===== config.mk =====
export PLATFORM = sky130hd
export DESIGN_NAME = saxi_count_source_flat
export DESIGN_NICKNAME = d
export VERILOG_FILES = /design/src/rtl/saxi_count_source_if.sv /design/src/rtl/saxi_count_source.sv /design/src/flat_wrapper.sv
export SDC_FILE = /design/constraint.sdc
export NUM_CORES = 1
export LEC_CHECK = 0
export ABC_AREA = 1
export CORE_ASPECT_RATIO = 1.75
export CORE_UTILIZATION = 45
export CTS_BUF_LIST = sky130_fd_sc_hd__clkbuf_4
export DETAILED_ROUTE_END_ITERATION = 6
export PLACE_DENSITY_LB_ADDON = 0.08
export SYNTH_ARGS = -nofsm -noshare
export SYNTH_HDL_FRONTEND = slang
export SYNTH_SLANG_ARGS = --single-unit

===== constraint.sdc =====
create_clock -name ACLK -period 1.9 [get_ports ACLK]
set_input_delay 0.38 -clock ACLK [delete_from_list [all_inputs] [get_ports ACLK]]
set_output_delay 0.38 -clock ACLK [all_outputs]
set_load 0.005 [all_outputs]

===== src/rtl/saxi_count_source_if.sv =====
// AXI-stream channel carrying the counting source's output beats.
interface saxi_count_source_if #(
    parameter int DATA_WIDTH = 32
);
    logic                  TVALID_OUT;
    logic [DATA_WIDTH-1:0] TDATA_OUT;
    logic                  TLAST_OUT;
    logic                  TREADY_OUT;

    modport master (output TVALID_OUT, TDATA_OUT, TLAST_OUT, input TREADY_OUT);
    modport slave  (input TVALID_OUT, TDATA_OUT, TLAST_OUT, output TREADY_OUT);
endinterface


===== src/rtl/saxi_count_source.sv =====
// AXI-stream master emitting fixed-length packets of counting data, TLAST on the
// final beat, with a programmable idle gap between packets.
module saxi_count_source #(
    parameter int                    DATA_WIDTH  = 32,
    parameter int                    PKT_LEN     = 16,
    parameter int                    GAP_CYCLES  = 3,
    parameter logic [DATA_WIDTH-1:0] START_VALUE = '0,
    parameter logic [DATA_WIDTH-1:0] INCR        = 1
) (
    input  logic                       ACLK,
    input  logic                       ARESETn,
    input  logic                       EN,
    saxi_count_source_if.master        axis,
    output logic                       BUSY,
    output logic [15:0]                PKT_COUNT
);
    localparam int BW = (PKT_LEN > 1) ? $clog2(PKT_LEN) : 1;
    localparam int GW = (GAP_CYCLES > 1) ? $clog2(GAP_CYCLES) : 1;

    typedef enum logic [1:0] {IDLE, SEND, GAP} state_t;

    state_t                state, state_n;
    logic [DATA_WIDTH-1:0] data, data_n;
    logic [BW-1:0]         beat, beat_n;
    logic [GW-1:0]         gap_cnt, gap_n;
    logic [15:0]           pkt_cnt, pkt_n;
    logic                  accept, last_beat;

    assign last_beat = (beat == BW'(PKT_LEN - 1));
    assign accept    = (state == SEND) && axis.TREADY_OUT;

    always_ff @(posedge ACLK or negedge ARESETn) begin
        if (!ARESETn) begin
            state   <= IDLE;
            data    <= START_VALUE;
            beat    <= '0;
            gap_cnt <= '0;
            pkt_cnt <= '0;
        end else begin
            state   <= state_n;
            data    <= data_n;
            beat    <= beat_n;
            gap_cnt <= gap_n;
            pkt_cnt <= pkt_n;
        end
    end

    always_comb begin
        state_n = state;
        data_n  = data;
        beat_n  = beat;
        gap_n   = gap_cnt;
        pkt_n   = pkt_cnt;
        case (state)
            IDLE: if (EN) state_n = SEND;
            SEND: begin
                if (accept) begin
                    data_n = data + INCR;
                    if (last_beat) begin
                        beat_n = '0;
                        pkt_n  = pkt_cnt + 16'd1;
                        // EN is only honoured here and at the end of the gap
                        if (GAP_CYCLES > 0) begin
                            state_n = GAP;
                            gap_n   = '0;
                        end else begin
                            state_n = EN ? SEND : IDLE;
                        end
                    end else begin
                        beat_n = beat + BW'(1);
                    end
                end
            end
            GAP: begin
                if (gap_cnt == GW'(GAP_CYCLES - 1)) begin
                    state_n = EN ? SEND : IDLE;
                    gap_n   = '0;
                end else begin
                    gap_n = gap_cnt + GW'(1);
                end
            end
            default: state_n = IDLE;
        endcase
    end

    // Everything below decodes registers only, so no input reaches an output combinationally.
    assign axis.TVALID_OUT = (state == SEND);
    assign axis.TLAST_OUT  = (state == SEND) && last_beat;
    assign axis.TDATA_OUT  = data;
    assign BUSY            = (state != IDLE);
    assign PKT_COUNT       = pkt_cnt;
endmodule


===== src/flat_wrapper.sv =====
// flat-port wrapper written by rule: the top's interface ports become plain ports
module saxi_count_source_flat 
#(
    parameter int                    DATA_WIDTH  = 32,
    parameter int                    PKT_LEN     = 16,
    parameter int                    GAP_CYCLES  = 3,
    parameter logic [DATA_WIDTH-1:0] START_VALUE = '0,
    parameter logic [DATA_WIDTH-1:0] INCR        = 1
)
  (ACLK, ARESETn, EN, BUSY, PKT_COUNT, axis_TVALID_OUT, axis_TDATA_OUT, axis_TLAST_OUT, axis_TREADY_OUT);
  saxi_count_source_if #(.DATA_WIDTH(DATA_WIDTH)) axis_i ();
  input  logic ACLK;
  input  logic ARESETn;
  input  logic EN;
  output logic BUSY;
  output logic [15:0] PKT_COUNT;
  output wire logic [$bits(axis_i.TVALID_OUT)-1:0] axis_TVALID_OUT;
  output wire logic [$bits(axis_i.TDATA_OUT)-1:0] axis_TDATA_OUT;
  output wire logic [$bits(axis_i.TLAST_OUT)-1:0] axis_TLAST_OUT;
  input wire logic [$bits(axis_i.TREADY_OUT)-1:0] axis_TREADY_OUT;
  assign axis_TVALID_OUT = axis_i.TVALID_OUT;
  assign axis_TDATA_OUT = axis_i.TDATA_OUT;
  assign axis_TLAST_OUT = axis_i.TLAST_OUT;
  assign axis_i.TREADY_OUT = axis_TREADY_OUT;
  saxi_count_source #(.DATA_WIDTH(DATA_WIDTH), .PKT_LEN(PKT_LEN), .GAP_CYCLES(GAP_CYCLES), .START_VALUE(START_VALUE), .INCR(INCR)) u_core (.ACLK(ACLK), .ARESETn(ARESETn), .EN(EN), .axis(axis_i), .BUSY(BUSY), .PKT_COUNT(PKT_COUNT));
endmodule

==> impl_metrics.py, run 1 <==
metrics = {
    "status": {
        "status": "finished, final reports clean",
    },
    "layout": {
        "fill_cells": 577,
        "drive_gt1_share_pct": 10.8,
        "fin_util_pct": 60.6,
        "syn2layout_area_growth_pct": 29.1,
        "mostFrequentLayoutCells": "nand2_1 (98), dfrtp_1 (56), clkdlybuf4s50_1 (50)",
        "n_antenna_cell": 0,
        "finalNetCount": 441,
        "final_common_cell": "nand2_1",
    },
    "cts": {
        "ctsLongestPathBuffers": 2,
        "cts_buffers": 5,
        "clk_pin_slew_ns": 0.17,
        "cts.sinks": 56,
        "clk_root_buffer_cell": "clkbuf_4",
        "htree_levels": 2,
        "insertion_delay_ns": 0.38,
        "cts_tree": "yes",
    },
    "floorplan": {
        "initial_utilization_pct": 46.9,
        "ios": 55,
        "die_area_um2": 6830,
        "core_um2": 6230,
        "fp.dieH_um": 109,
        "fp.dieW_um": 62.9,
        "rows": 38,
    },
    "timing": {
        "fin_skew_ns": 0.0163,
        "rsz0062_at_grt": "false",
        "tightest_slew_ns": 0.514,
        "finalMaxSlewViolations": 0,
        "setup_viol": 0,
        "final-hold-violation-count": 0,
        "fin_crit_ns": 1.80,
        "max-slew-margin-rel_pct": 65.5,
        "max_freq_ghz": 0.554,
        "finalCritPeriodShare_pct": 95.0,
    },
    "flow_run": {
        "cap_violations": 0,
    },
    "place": {
        "dpl.hpwl_um": 5160,
        "portBuffers": 54,
        "routabilityCongestion": 0.849,
    },
    "global_routing": {
        "grt_pass1_vias": 2570,
        "grt-ovfl-total": 0,
        "grtUsageTotal_pct": 21.4,
        "antenna_found_initial": 0,
        "grt_max_degree": 57,
        "grt_pass1_wl_um": 11400,
    },
    "routing": {
        "routed_wl_um": 6770,
        "dr.pass1.iters": 4,
        "avgViaCountPerCell": 4.94,
        "wl_per_cell_um": 13.1,
        "drtAntennaViolNets": 0,
        "drt_first_iter_violations": 157,
        "drc": 0,
        "route.vias.total": 2546,
    },
    "logic_synthesis": {
        "ys_ff_latch": 56,
        "yosys.area.top_type": "dfrtp_1",
        "synth_area_leaders": "dfrtp_1 (48%), nand2_1 (13%), xor2_1 (6.0%)",
        "synth_xor_area_share_pct": 10.5,
        "synthDistinctLibCells": 22,
        "synth_area_um2": 2920,
        "synth-compound-area-share_pct": 1.80,
        "syn-instance-count": 355,
        "synth_adder_area_share_pct": 1.28,
        "post_synth_and_or_nand_nor_area_fraction_pct": 32.3,
        "yosys_warnings": 0,
        "synth_fp_nets": 362,
        "synthMuxAreaShare_pct": 0,
        "synth_top_family_by_area": "simple AND/OR/NAND/NOR gates",
        "syn_area_per_cell_um2": 8.23,
        "synth_top_area_share_pct": 48.0,
        "synth-seq-area-share_pct": 48.0,
    },
    "power": {
        "p_leak_nw": 1.77,
        "power.density_nw_per_um2": 741,
        "power_mw": 2.80,
        "vdd_ir_drop_max_uv": 478,
    },
    "worst_setup_path": {
        "crit_chain": "clkdlybuf4s50_1",
        "cp_slowest_stage_delay_ns": 0.55,
        "path_buf_inv": 1,
        "endpoint_kind": "output port",
        "cp.required_ns": 1.52,
        "worstSetupPathType": "reg2out",
        "setup.worst_path.start_class": "flip-flop",
        "critPathTopFamily": "buffers and inverters",
        "slowest_stage": "clkdlybuf4s50_1",
        "crit_fanout": 7,
        "crit_arrival_ns": 1.42,
    },
    "hold_path": {
        "hold_path.class": "reg2reg",
    },
}
## Yosys cell counts, drive strengths merged
master  instances
or2             1
nand3          29
o21a            1
xnor2          15
nand3b          2
buf             1
nand2         100
a21oi           3
ha              3
xor2           20
inv            45
nor3            8
o21ai           6
nand4          15
nor2           50
dfrtp          56
## per-layer routing
layer,GRT usage (%),share of wire [%],vias to the layer above
met5,0,0,-
met4,9.14,2.6,0
met3,2.85,3.0,13
met2,42.2,54,58
met1,21.9,40,1205
li1,-,-,1270
## path summary, 6_finish.rpt
path | start | end | slack [ns] | cells after the start
worst max-delay path | u_core.axis.TDATA_OUT[21] | axis_TDATA_OUT[21] | 0.1 | 1
worst min-delay path | u_core.beat[3] | u_core.beat[3] | 0.47 | 1
worst max register to register | u_core.PKT_COUNT[0] | u_core.PKT_COUNT[8] | 0.27 | 6
worst min register to register | u_core.beat[3] | u_core.beat[3] | 0.47 | 1
max in group asynchronous | ARESETn | u_core.axis.TDATA_OUT[11] | 1.14 | 3
min in group asynchronous | ARESETn | u_core.gap_cnt[0] | 0.50 | 3
## registers in the layout, indices dropped and copies added, names as in the netlist
| name | flops |
|---|---|
| u_core.state | 2 |
| u_core.axis.TDATA_OUT | 32 |
| u_core.gap_cnt | 2 |
| u_core.beat | 4 |
| u_core.PKT_COUNT | 16 |
## cell families after synthesis
logic type,count (synthesis)
and+or+nand+nor,205
adders and majority gates,3
AOI/OAI and AO/OA,10
xor gates and xnor gates,35
buffers and inverters,46
DFF,56
## where the power goes
part	total, mW	switching (mW)	internal, mW	leakage, nW
registers	1.50	0.151	1.35	0.712
logic	0.755	0.345	0.410	1.02
clock network	0.541	0.391	0.151	0.0356
total	2.80	0.887	1.91	1.77
## repair_timing
action	4_1_cts	5_1_grt
hold buffers	1	0
hold endpoints to repair	56	0
setup buffers	3	1
gates resized for setup	3	2
setup endpoints to repair	2	2
pin swaps	1	1
## final cells by class
cell class | count | area, um^2 | area share, %
multi-input cells | 253 | 1350 | 35.7
well taps | 80 | 100 | 2.65
flip-flops and latches | 56 | 1400 | 37.1
clock inverters | 3 | 22.5 | 0.597
inverters | 45 | 169 | 4.48
repair buffers | 73 | 697 | 18.5
clock buffers | 5 | 37.5 | 0.995
## metrics by stage
stage               std cells  worst slack (ns)  hold WS, ns  setup TNS [ns]  area (um^2)
floorplan                 355             0.553       0.0844               0         2920
global placement          502            0.0124        0.407               0         3660
detailed placement        502           -0.0331        0.407         -0.0871         3660
CTS                       514            0.0177        0.479               0         3760
global route              515           0.00399        0.512               0         3770
finish                    515            0.0951        0.474               0         3770
No activity file was read; power rests on OpenSTA's default activity.
==> run 2, diff against run 1 <==
--- a/config.mk
+++ b/config.mk
@@ -10,6 +10,7 @@
 export CORE_UTILIZATION = 45
 export CTS_BUF_LIST = sky130_fd_sc_hd__clkbuf_4
 export DETAILED_ROUTE_END_ITERATION = 6
+export HOLD_SLACK_MARGIN = 0.15
 export PLACE_DENSITY_LB_ADDON = 0.08
 export SYNTH_ARGS = -nofsm -noshare
 export SYNTH_HDL_FRONTEND = slang
==> results of run 2 <==
The final DEF is identical to that of run 1; final timing and power are the same.
